<file path="config.mk">
export PLATFORM = sky130hd
export DESIGN_NAME = wb_arbiter2
export DESIGN_NICKNAME = d
export VERILOG_FILES = /design/src/rtl/wb_arbiter2_pkg.sv /design/src/rtl/wb_arbiter2_wdog.sv /design/src/rtl/wb_arbiter2.sv
export SDC_FILE = /design/constraint.sdc
export NUM_CORES = 1
export LEC_CHECK = 0
export BUFFER_PORTS_ARGS = -buffer_cell sky130_fd_sc_hd__buf_2
export CAP_MARGIN = 25
export CELL_PAD_IN_SITES_DETAIL_PLACEMENT = 1
export CELL_PAD_IN_SITES_GLOBAL_PLACEMENT = 1
export CORE_MARGIN = 10
export CORE_UTILIZATION = 12
export CTS_CLUSTER_DIAMETER = 30
export DETAILED_ROUTE_END_ITERATION = 10
export HOLD_SLACK_MARGIN = 0.05
export PLACE_DENSITY_LB_ADDON = 0.1
export SLEW_MARGIN = 30
export SYNTH_ARGS = -nofsm -noshare
export SYNTH_HDL_FRONTEND = slang
export SYNTH_SLANG_ARGS = --single-unit
export TNS_END_PERCENT = 100
</file>
<file path="constraint.sdc">
create_clock -name clk -period 2.4 [get_ports clk]
set_input_delay 0.12 -clock clk [delete_from_list [all_inputs] [get_ports clk]]
set_output_delay 0.12 -clock clk [all_outputs]
set_load 0.01 [all_outputs]
</file>
<file path="src/rtl/wb_arbiter2_pkg.sv">
// wb_arbiter2_pkg: shared state encoding and watchdog timer width for wb_arbiter2
package wb_arbiter2_pkg;
  typedef enum logic [1:0] {IDLE, OWN0, OWN1} arb_state_e;
  localparam int TIMER_W = 16;
endpackage

</file>
<file path="src/rtl/wb_arbiter2_wdog.sv">
// wb_arbiter2_wdog: response watchdog, pulses expire_o after TIMEOUT idle cycles with transfers pending
module wb_arbiter2_wdog
  import wb_arbiter2_pkg::*;
#(
  parameter int TIMEOUT = 255
) (
  input  logic clk,
  input  logic rst_n,
  input  logic clr_i,
  output logic expire_o
);
  logic [TIMER_W-1:0] timer_q, timer_d;
  // timer_q counts idle cycles already elapsed, so the current one is the TIMEOUT-th at TIMEOUT-1
  assign expire_o = ~clr_i & (timer_q == TIMER_W'(TIMEOUT - 1));
  assign timer_d = (clr_i | expire_o) ? '0 : timer_q + 1'b1;
  always_ff @(posedge clk or negedge rst_n) begin
    if (!rst_n) timer_q <= '0;
    else timer_q <= timer_d;
  end
endmodule

</file>
<file path="src/rtl/wb_arbiter2.sv">
// wb_arbiter2: two-master pipelined Wishbone arbiter with outstanding-transfer limit.
// Define WB_ARBITER2_TIMEOUT_EN to add a watchdog that aborts hung cycles with err.
module wb_arbiter2
  import wb_arbiter2_pkg::*;
#(
  parameter int AW        = 32,
  parameter int DW        = 32,
  parameter int MAX_OUTST = 4,
  parameter int TIMEOUT   = 255
) (
  input  logic          clk,
  input  logic          rst_n,
  input  logic          m0_cyc,
  input  logic          m0_stb,
  input  logic          m0_we,
  input  logic [AW-1:0] m0_adr,
  input  logic [DW-1:0] m0_dat_o,
  input  logic [DW/8-1:0] m0_sel,
  output logic          m0_stall,
  output logic          m0_ack,
  output logic          m0_err,
  input  logic          m1_cyc,
  input  logic          m1_stb,
  input  logic          m1_we,
  input  logic [AW-1:0] m1_adr,
  input  logic [DW-1:0] m1_dat_o,
  input  logic [DW/8-1:0] m1_sel,
  output logic          m1_stall,
  output logic          m1_ack,
  output logic          m1_err,
  output logic [DW-1:0] m_dat_i,
  output logic          s_cyc,
  output logic          s_stb,
  output logic          s_we,
  output logic [AW-1:0] s_adr,
  output logic [DW-1:0] s_dat_o,
  output logic [DW/8-1:0] s_sel,
  input  logic          s_stall,
  input  logic          s_ack,
  input  logic          s_err,
  input  logic [DW-1:0] s_dat_i
);
  localparam int OW = $clog2(MAX_OUTST + 1);
  arb_state_e state_q, state_d;
  logic last_q, last_d;
  logic [OW-1:0] outst_q, outst_d;
  logic own0, own1, full, expire, acc, rsp, rel;
  assign own0 = state_q == OWN0;
  assign own1 = state_q == OWN1;
  assign full = outst_q == OW'(MAX_OUTST);
  assign s_cyc = ((own0 & m0_cyc) | (own1 & m1_cyc)) & ~expire;
  assign s_stb = ((own0 & m0_stb) | (own1 & m1_stb)) & ~full & ~expire;
  assign s_we = (own0 & m0_we) | (own1 & m1_we);
  assign s_adr = own0 ? m0_adr : own1 ? m1_adr : '0;
  assign s_dat_o = own0 ? m0_dat_o : own1 ? m1_dat_o : '0;
  assign s_sel = own0 ? m0_sel : own1 ? m1_sel : '0;
  assign m_dat_i = s_dat_i;
  assign m0_stall = ~own0 | s_stall | full;
  assign m1_stall = ~own1 | s_stall | full;
  assign m0_ack = own0 & s_ack;
  assign m1_ack = own1 & s_ack;
  assign m0_err = own0 & (s_err | expire);
  assign m1_err = own1 & (s_err | expire);
  assign acc = s_stb & ~s_stall;
  assign rsp = s_ack | s_err;
  assign rel = (own0 & ~m0_cyc) | (own1 & ~m1_cyc);
  // Releasing the bus aborts anything in flight, so the count restarts from zero
  assign outst_d = (rel | expire) ? '0 : outst_q + OW'(acc) - OW'(rsp & (outst_q != '0));
`ifdef WB_ARBITER2_TIMEOUT_EN
  wb_arbiter2_wdog #(.TIMEOUT(TIMEOUT)) u_wdog (
    .clk     (clk),
    .rst_n   (rst_n),
    .clr_i   (acc | rsp | (outst_q == '0)),
    .expire_o(expire)
  );
`else
  assign expire = 1'b0 & |TIMEOUT;
`endif
  always_comb begin
    state_d = state_q;
    last_d = last_q;
    if (state_q == IDLE) state_d = (m0_cyc & (~m1_cyc | last_q)) ? OWN0 : m1_cyc ? OWN1 : IDLE;
    else if (rel) begin
      state_d = IDLE;
      last_d = own1;
    end
  end
  always_ff @(posedge clk or negedge rst_n) begin
    if (!rst_n) begin
      state_q <= IDLE;
      last_q <= 1'b1;
      outst_q <= '0;
    end else begin
      state_q <= state_d;
      last_q <= last_d;
      outst_q <= outst_d;
    end
  end
endmodule

</file>
==> flow_metrics.py, run 1 <==
metrics = {
    "layout": {
        "final_area_mm2": 0.00241,
        "layout-drive-gt1-share_pct": 70.3,
        "fill_cells": 1357,
        "syn2layout_area_growth_pct": 81.2,
        "nNetsFinal": 527,
        "num_antenna_cells": 0,
    },
    "pwr": {
        "pwr-share-clk_pct": 5.8,
        "swShare_pct": 51.4,
        "p_sw_w": 0.00148,
        "power.leakage_nw": 1.43,
        "ir_drop_uv": 407,
        "p_comb_share_pct": 86.3,
        "seqPwrFrac_pct": 7.9,
        "powerDensity_mw_per_mm2": 1190,
        "total_power_w": 0.00288,
        "p_int_w": 0.00140,
    },
    "yosys": {
        "yosysWarnings": 0,
        "synth_fp_nets": 342,
        "synth.distinct_cells": 22,
        "synth_ff_type": "dfrtp_1",
        "syn_area_mm2": 0.00133,
        "yosys.area.top_type_share_pct": 46.0,
        "async_flop_share_pct": 100,
        "synthCells": 160,
        "synth.area.top_cells": "a22o_1 (46%), buf_4 (22%), dfrtp_1 (9.4%)",
        "yosysTopAreaCell": "a22o_1",
        "yosysSeqAreaShare_pct": 11.4,
        "synth-seq-cells": 6,
        "syn_avg_cell_area_um2": 8.33,
        "synth_edf_count": 0,
    },
    "routing": {
        "drc": 0,
        "wl_per_cell_um": 20.7,
        "vias_per_cell": 4.24,
        "wirelength_um": 10000,
        "dr.first_iter.drc_count": 63,
        "vias": 2051,
        "drtPass1Iterations": 4,
        "postRouteAntennaNets": 0,
    },
    "global_route": {
        "grt_max_degree": 74,
        "grt_usage_pct": 11.8,
        "grt_pass1_wl_um": 14900,
        "grtUsageMet2_pct": 21.6,
        "grtUsageMet1_pct": 12.4,
        "overflow": 0,
        "grt_use_met3_pct": 4.06,
        "grt_busiest_layer": "met2",
        "grt_pass1_vias": 2280,
        "antenna_found_initial": 0,
    },
    "timing": {
        "max-slew-margin-rel_pct": 46.0,
        "rsz0062_at_grt": "no",
        "period_minus_slack_ns": 2.26,
        "setup_viol": 0,
        "setup-tns-final_ns": 0,
        "skew_ns": 0.000920,
        "worstMarginPinSlew_ns": 0.810,
        "hold_viol": 0,
        "fin_crit_sh_pct": 94.0,
        "max_freq_ghz": 0.443,
        "slew_viol_final": 0,
    },
    "floorplanning": {
        "die_height_um": 125,
        "core_mm2": 0.0108,
        "die_w_um": 125,
        "initial_utilization_pct": 12.3,
        "placementRows": 38,
        "pin_count": 288,
        "die_area_mm2": 0.0157,
    },
    "worst_hold_path": {
        "hold_path.class": "in -> reg",
    },
    "placed_design": {
        "numPortBuffers": 223,
        "place_area_mm2": 0.00232,
        "dp_hpwl_um": 8630,
        "gp_congestion": 0.749,
    },
    "setup_path": {
        "regToRegSetupSlack_ns": 0.14,
        "crit_required_ns": 2.52,
        "cp_max_fo": 4,
        "cp-end-kind": "register",
        "start_kind": "register",
        "crit_arrival_ns": 2.37,
        "critical_path_class": "reg -> reg",
    },
    "run_status": {
        "outcome": "finished, final reports clean",
    },
    "clocking": {
        "htreeDepth": 1,
        "cts_buffers": 3,
        "cts_root_buffer": "clkbuf_8",
        "cts_tree": "done",
        "clkTransAtPathRegs_ns": 0.04,
        "clk_path_buf_depth": 2,
        "clkSinkCount": 6,
        "insertion_delay_ns": 0.23,
    },
    "job": {
        "maxCapViolCount": 0,
    },
}
-- flip-flops by register name (all words and copies together), names as in the netlist --
signal and cells:
last_q 1, state_q 2, outst_q 3
-- timing repair --
action / in CTS / in global routing
endpoints found under the hold margin: 6 / 0
buffers inserted: 0 / 1
resized for setup: 0 / 8
endpoints found under the setup margin: 0 / 1
hold buffers: 1 / 0
-- logic make-up (layout without fill, tap and decap cells) --
logic type                 Yosys count  in the layout  share of synthesized area, %
DFF                                  6              6                          11.4
muxes                                1              1                         0.845
AOI/OAI and AO/OA                   79             79                          50.2
buffers and inverters               52            236                          26.5
adders and majority gates            3              3                          3.38
and+or+nand+nor                     17             17                          6.39
xor gates and xnor gates             2              2                          1.31
-- power by group through the flow --
stage | logic (W) | registers, W | clock network, W
detailed placement | 0.00248 | 0.000228 | 0
global placement | 0.00250 | 0.000224 | 0
floorplan | 0.00158 | 0.000210 | 0
CTS | 0.00249 | 0.000226 | 0.000170
finish | 0.00248 | 0.000228 | 0.000166
global route | 0.00272 | 0.000239 | 0.000175
-- synth_stat cells (all sizes together), types with 2 or more instances --
master	n
a22o	70
ha	2
nor2b	2
dfrtp	5
buf	48
inv	4
nand2	2
o21ai	2
a21oi	4
and2	4
nor2	7
-- per-layer routing --
layer / wire length, um / up-vias
met5: 0 / -
met4: 145 / 0
met3: 904 / 15
met2: 5120 / 139
met1: 3830 / 945
li1: - / 952
-- cells in the final DEF, fill, tap and decap left out, types with 2 or more instances in the layout --
cell type / n
a21oi_1: 3
a22o_1: 70
and2_1: 4
buf_2: 223
buf_4: 4
clkbuf_8: 3
dfrtp_1: 4
inv_1: 3
nand2_1: 2
nor2_1: 7
o21ai_0: 2
-- critical path: stages (launching register included) --
cell and delay, ns:
dfrtp_2 0.43, and2b_2 0.22, a22oi_2 0.17, nand2b_4 0.17
ha_4 0.20, inv_2 0.04, ha_2 0.15, inv_1 0.05
fa_2 0.35, xor2_1 0.15, xnor2_1 0.16, nor2_1 0.06
-- layout make-up --
cell class                 count  area (um2)  share of cell area [%]
clock buffer                   4        45.0                    1.87
inverter                       4        15.0                   0.622
multi-input combinational    102         871                    36.1
sequential                     6         153                    6.32
tap                          140         175                    7.25
timing repair buffer         228        1160                    47.9
-- final timing paths --
| kind | start | end | cells past startpoint |
|---|---|---|---|
| max in group asynchronous | rst_n | last_q$_DFFE_PN1P_ | 2 |
| worst max-delay path | state_q[1]$_DFFE_PN0P_ | outst_q[2]$_DFF_PN0_ | 11 |
| worst max register to register | state_q[1]$_DFFE_PN0P_ | outst_q[2]$_DFF_PN0_ | 11 |
| min in group asynchronous | rst_n | state_q[0]$_DFFE_PN0P_ | 2 |
| worst min-delay path | m0_cyc | state_q[0]$_DFFE_PN0P_ | 2 |
| worst min register to register | last_q$_DFFE_PN1P_ | last_q$_DFFE_PN1P_ | 2 |
-- per-stage QoR --
step                utilization (%)  std cells  worst slack [ns]  hold WS [ns]
finish                         22.3        484             0.145         0.171
global route                   22.3        484            0.0154         0.195
CTS                            21.9        483            0.0331         0.172
detailed placement             21.4        478            0.0159       -0.0411
global placement               21.4        478             0.103       -0.0407
floorplan                         -        160            0.0881        -0.176
Note: power is estimated with default switching activity, not from simulation.
==> inputs of run 2 (changes only) <==
--- a/config.mk
+++ b/config.mk
@@ -5,12 +5,14 @@
 export SDC_FILE = /design/constraint.sdc
 export NUM_CORES = 1
 export LEC_CHECK = 0
+export ABC_AREA = 1
 export BUFFER_PORTS_ARGS = -buffer_cell sky130_fd_sc_hd__buf_2
 export CAP_MARGIN = 25
 export CELL_PAD_IN_SITES_DETAIL_PLACEMENT = 1
 export CELL_PAD_IN_SITES_GLOBAL_PLACEMENT = 1
 export CORE_MARGIN = 10
 export CORE_UTILIZATION = 12
+export CTS_BUF_LIST = sky130_fd_sc_hd__clkbuf_16
 export CTS_CLUSTER_DIAMETER = 30
 export DETAILED_ROUTE_END_ITERATION = 10
 export HOLD_SLACK_MARGIN = 0.05
==> run 2 against run 1 <==
Compared with the run above:
- routed wire length decreased by 0.82%
- highest routed layer unchanged
- non-clock buffer count decreased by 2
- synthesized area increased by 17%
- sequential share of layout area decreased by 0.54 points
- clock power increased by 64%
- utilization decreased by 1.4 points
- synthesized cell count increased by 98%
- sequential power decreased by 3%
- first-iteration DRC count decreased by 22%
- combinational power decreased by 9.3%
==> flow_metrics.py, run 2 <==
metrics = {
    "run_status": {
        "outcome": "finished, final reports clean",
    },
    "pwr": {
        "ir_drop_uv": 849,
        "power.leakage_nw": 1.82,
        "powerDensity_mw_per_mm2": 1040,
    },
    "yosys": {
        "synth.distinct_cells": 16,
        "synthTopCellsByCount": "nand2_1 (225), buf_4 (33), nor2_1 (12)",
        "async_flop_share_pct": 100,
        "syn_area_mm2": 0.00155,
        "synth.most_common_cell": "nand2_1",
        "synth.area.top_cells": "nand2_1 (54%), buf_4 (16%), dfrtp_1 (8.1%)",
        "synth_fp_nets": 498,
        "syn_avg_cell_area_um2": 4.92,
        "yosysTopAreaCell": "nand2_1",
        "synthCells": 316,
        "yosysSeqAreaShare_pct": 9.74,
        "yosys.area.top_type_share_pct": 54.3,
        "yosysWarnings": 0,
        "synth-seq-cells": 6,
        "synth_ff_type": "dfrtp_1",
        "synth_edf_count": 0,
    },
    "clocking": {
        "htreeDepth": 1,
        "cts_buffers": 3,
        "clkTransAtPathRegs_ns": 0.04,
        "cts_tree": "done",
        "cts_setup_buffers": 0,
        "insertion_delay_ns": 0.23,
        "clk_path_buf_depth": 2,
        "clkSinkCount": 6,
        "cts_root_buffer": "clkbuf_16",
    },
    "setup_path": {
        "crit_required_ns": 2.51,
        "path_common_cell": "inv_1",
        "crit_chain": "inv_1, nand2_1, nor2_1, nor2_1, nand2_1, ha_1, inv_1, ha_1, inv_1, fa_1, inv_1, nand3_1, nand2_1, nor2_1",
        "start_kind": "register",
        "cp_top_family": "adder cells",
        "cp_max_fo": 4,
        "cp-end-kind": "register",
        "slowest_stage": "fa_1",
        "crit_arrival_ns": 2.24,
        "slowest_delay_ns": 0.41,
        "critical_path_class": "reg -> reg",
        "cp_num_buf_inv": 4,
    },
    "routing": {
        "dr.first_iter.drc_count": 49,
        "wirelength_um": 9920,
        "postRouteAntennaNets": 0,
        "vias": 2489,
        "drc": 0,
        "drtPass1Iterations": 4,
        "wl_per_cell_um": 14.8,
        "vias_per_cell": 3.70,
    },
    "global_route": {
        "grt_pass1_wl_um": 14800,
        "grt_max_degree": 73,
        "grt_pass1_vias": 2746,
        "overflow": 0,
        "antenna_found_initial": 0,
        "grt_usage_pct": 9.99,
    },
    "placed_design": {
        "place_area_mm2": 0.00255,
        "dp_hpwl_um": 8510,
        "numPortBuffers": 223,
        "gp_congestion": 0.748,
    },
    "layout": {
        "mostFrequentLayoutCell": "nand2_1",
        "largest_reg_flops": 3,
        "nNetsFinal": 683,
        "multi_input_comb_area_mm2": 0.00100,
        "regMostFlops": "outst_q",
        "biggestRegsByFlops": "outst_q x3, state_q x2, last_q x1",
        "layout-drive-gt1-share_pct": 46.8,
        "fin_util_pct": 20.8,
        "num_antenna_cells": 0,
        "layout_common_cells": "nand2_1 (225), buf_2 (223), inv_1 (12), nor2_1 (12)",
        "syn2layout_area_growth_pct": 69.9,
        "final_area_mm2": 0.00264,
        "fill_cells": 1740,
        "ff_latch_area_um2": 153,
    },
    "floorplanning": {
        "initial_utilization_pct": 12.3,
        "core_mm2": 0.0127,
        "pin_count": 288,
        "die_w_um": 134,
        "die_height_um": 134,
        "placementRows": 41,
        "die_area_mm2": 0.0179,
    },
    "timing": {
        "slew_viol_final": 0,
        "hold_viol": 0,
        "max-slew-margin-rel_pct": 47.8,
        "setup-tns-final_ns": 0,
        "rsz0062_at_grt": "no",
        "worstMarginPinSlew_ns": 0.784,
        "max_freq_ghz": 0.470,
        "period_minus_slack_ns": 2.13,
        "fin_crit_sh_pct": 88.7,
        "skew_ns": 0.00395,
        "setup_viol": 0,
    },
    "job": {
        "maxCapViolCount": 0,
    },
    "worst_hold_path": {
        "hold_path.class": "in -> reg",
    },
}
==> run 2: kinds of logic after synthesis <==
| family | count (synthesis) | synth area share, % |
|---|---|---|
| AOI/OAI and AO/OA | 7 | 2.34 |
| adders and majority gates | 3 | 2.90 |
| and+or+nand+nor | 241 | 59.3 |
| buffers and inverters | 59 | 25.7 |
| DFF | 6 | 9.74 |
==> run 2: worst paths after layout <==
| kind | from | to | slack [ns] | depth (start not counted) |
|---|---|---|---|---|
| max | outst_q[1]$_DFF_PN0_ | outst_q[2]$_DFF_PN0_ | 0.27 | 14 |
| min | m0_cyc | state_q[0]$_DFFE_PN0P_ | 0.17 | 3 |
| max reg2reg | outst_q[1]$_DFF_PN0_ | outst_q[2]$_DFF_PN0_ | 0.27 | 14 |
| min reg2reg | last_q$_DFFE_PN1P_ | last_q$_DFFE_PN1P_ | 0.46 | 2 |
| max in group asynchronous | rst_n | last_q$_DFFE_PN1P_ | 1.92 | 2 |
| min in group asynchronous | rst_n | state_q[0]$_DFFE_PN0P_ | 0.25 | 2 |
==> run 2: through the flow <==
step / total power [W] / instances / hold WS [ns] / setup WS [ns]
after detailed placement: 0.00254 / 667 / -0.0372 / 0.232
after global routing: 0.00309 / 672 / 0.216 / 0.0395
after CTS: 0.00284 / 672 / 0.175 / 0.225
final: 0.00274 / 672 / 0.170 / 0.272
after floorplan: 0.00167 / 316 / -0.176 / 0.265
after global placement: 0.00254 / 667 / -0.0366 / 0.260
==> run 2: layer usage <==
metal | track usage [%] | up-vias | part of all wire [%]
li1 | - | 1268 | -
met1 | 10.1 | 1085 | 37
met2 | 19.1 | 128 | 51
met3 | 4.26 | 8 | 11
met4 | 1.21 | 0 | 0.81
met5 | 0 | - | 0
==> run 2: worst reg2reg max path, stage by stage, from the launching register on <==
cell and delay (ns):
dfrtp_2 0.38, inv_1 0.06, nand2_1 0.08, nor2_1 0.07, nor2_1 0.17, nand2_1 0.09, ha_1 0.29, inv_1 0.06
ha_1 0.13, inv_1 0.05, fa_1 0.41, inv_1 0.07, nand3_1 0.07, nand2_1 0.06, nor2_1 0.04
==> run 2: layout make-up <==
class | instances | share of cell area, %
clock buffer | 3 | 2.84
clock inverter | 1 | 0.142
inverter | 13 | 1.85
multi-input combinational | 251 | 38.0
sequential | 6 | 5.78
tap | 172 | 8.15
timing repair buffer | 226 | 43.2
==> run 2: report_power, final <==
part,internal (W),switching (W),leakage (nW)
logic,0.000824,0.00142,1.71
registers,0.000165,0.0000574,0.0703
clock network,0.000216,0.0000571,0.0423
total,0.00120,0.00154,1.82
==> run 2: repair_timing <==
item,4_1_cts,5_1_grt
hold buffers,1,0
hold endpoints to repair,6,0
gates resized for setup,0,1
setup endpoints to repair,0,1
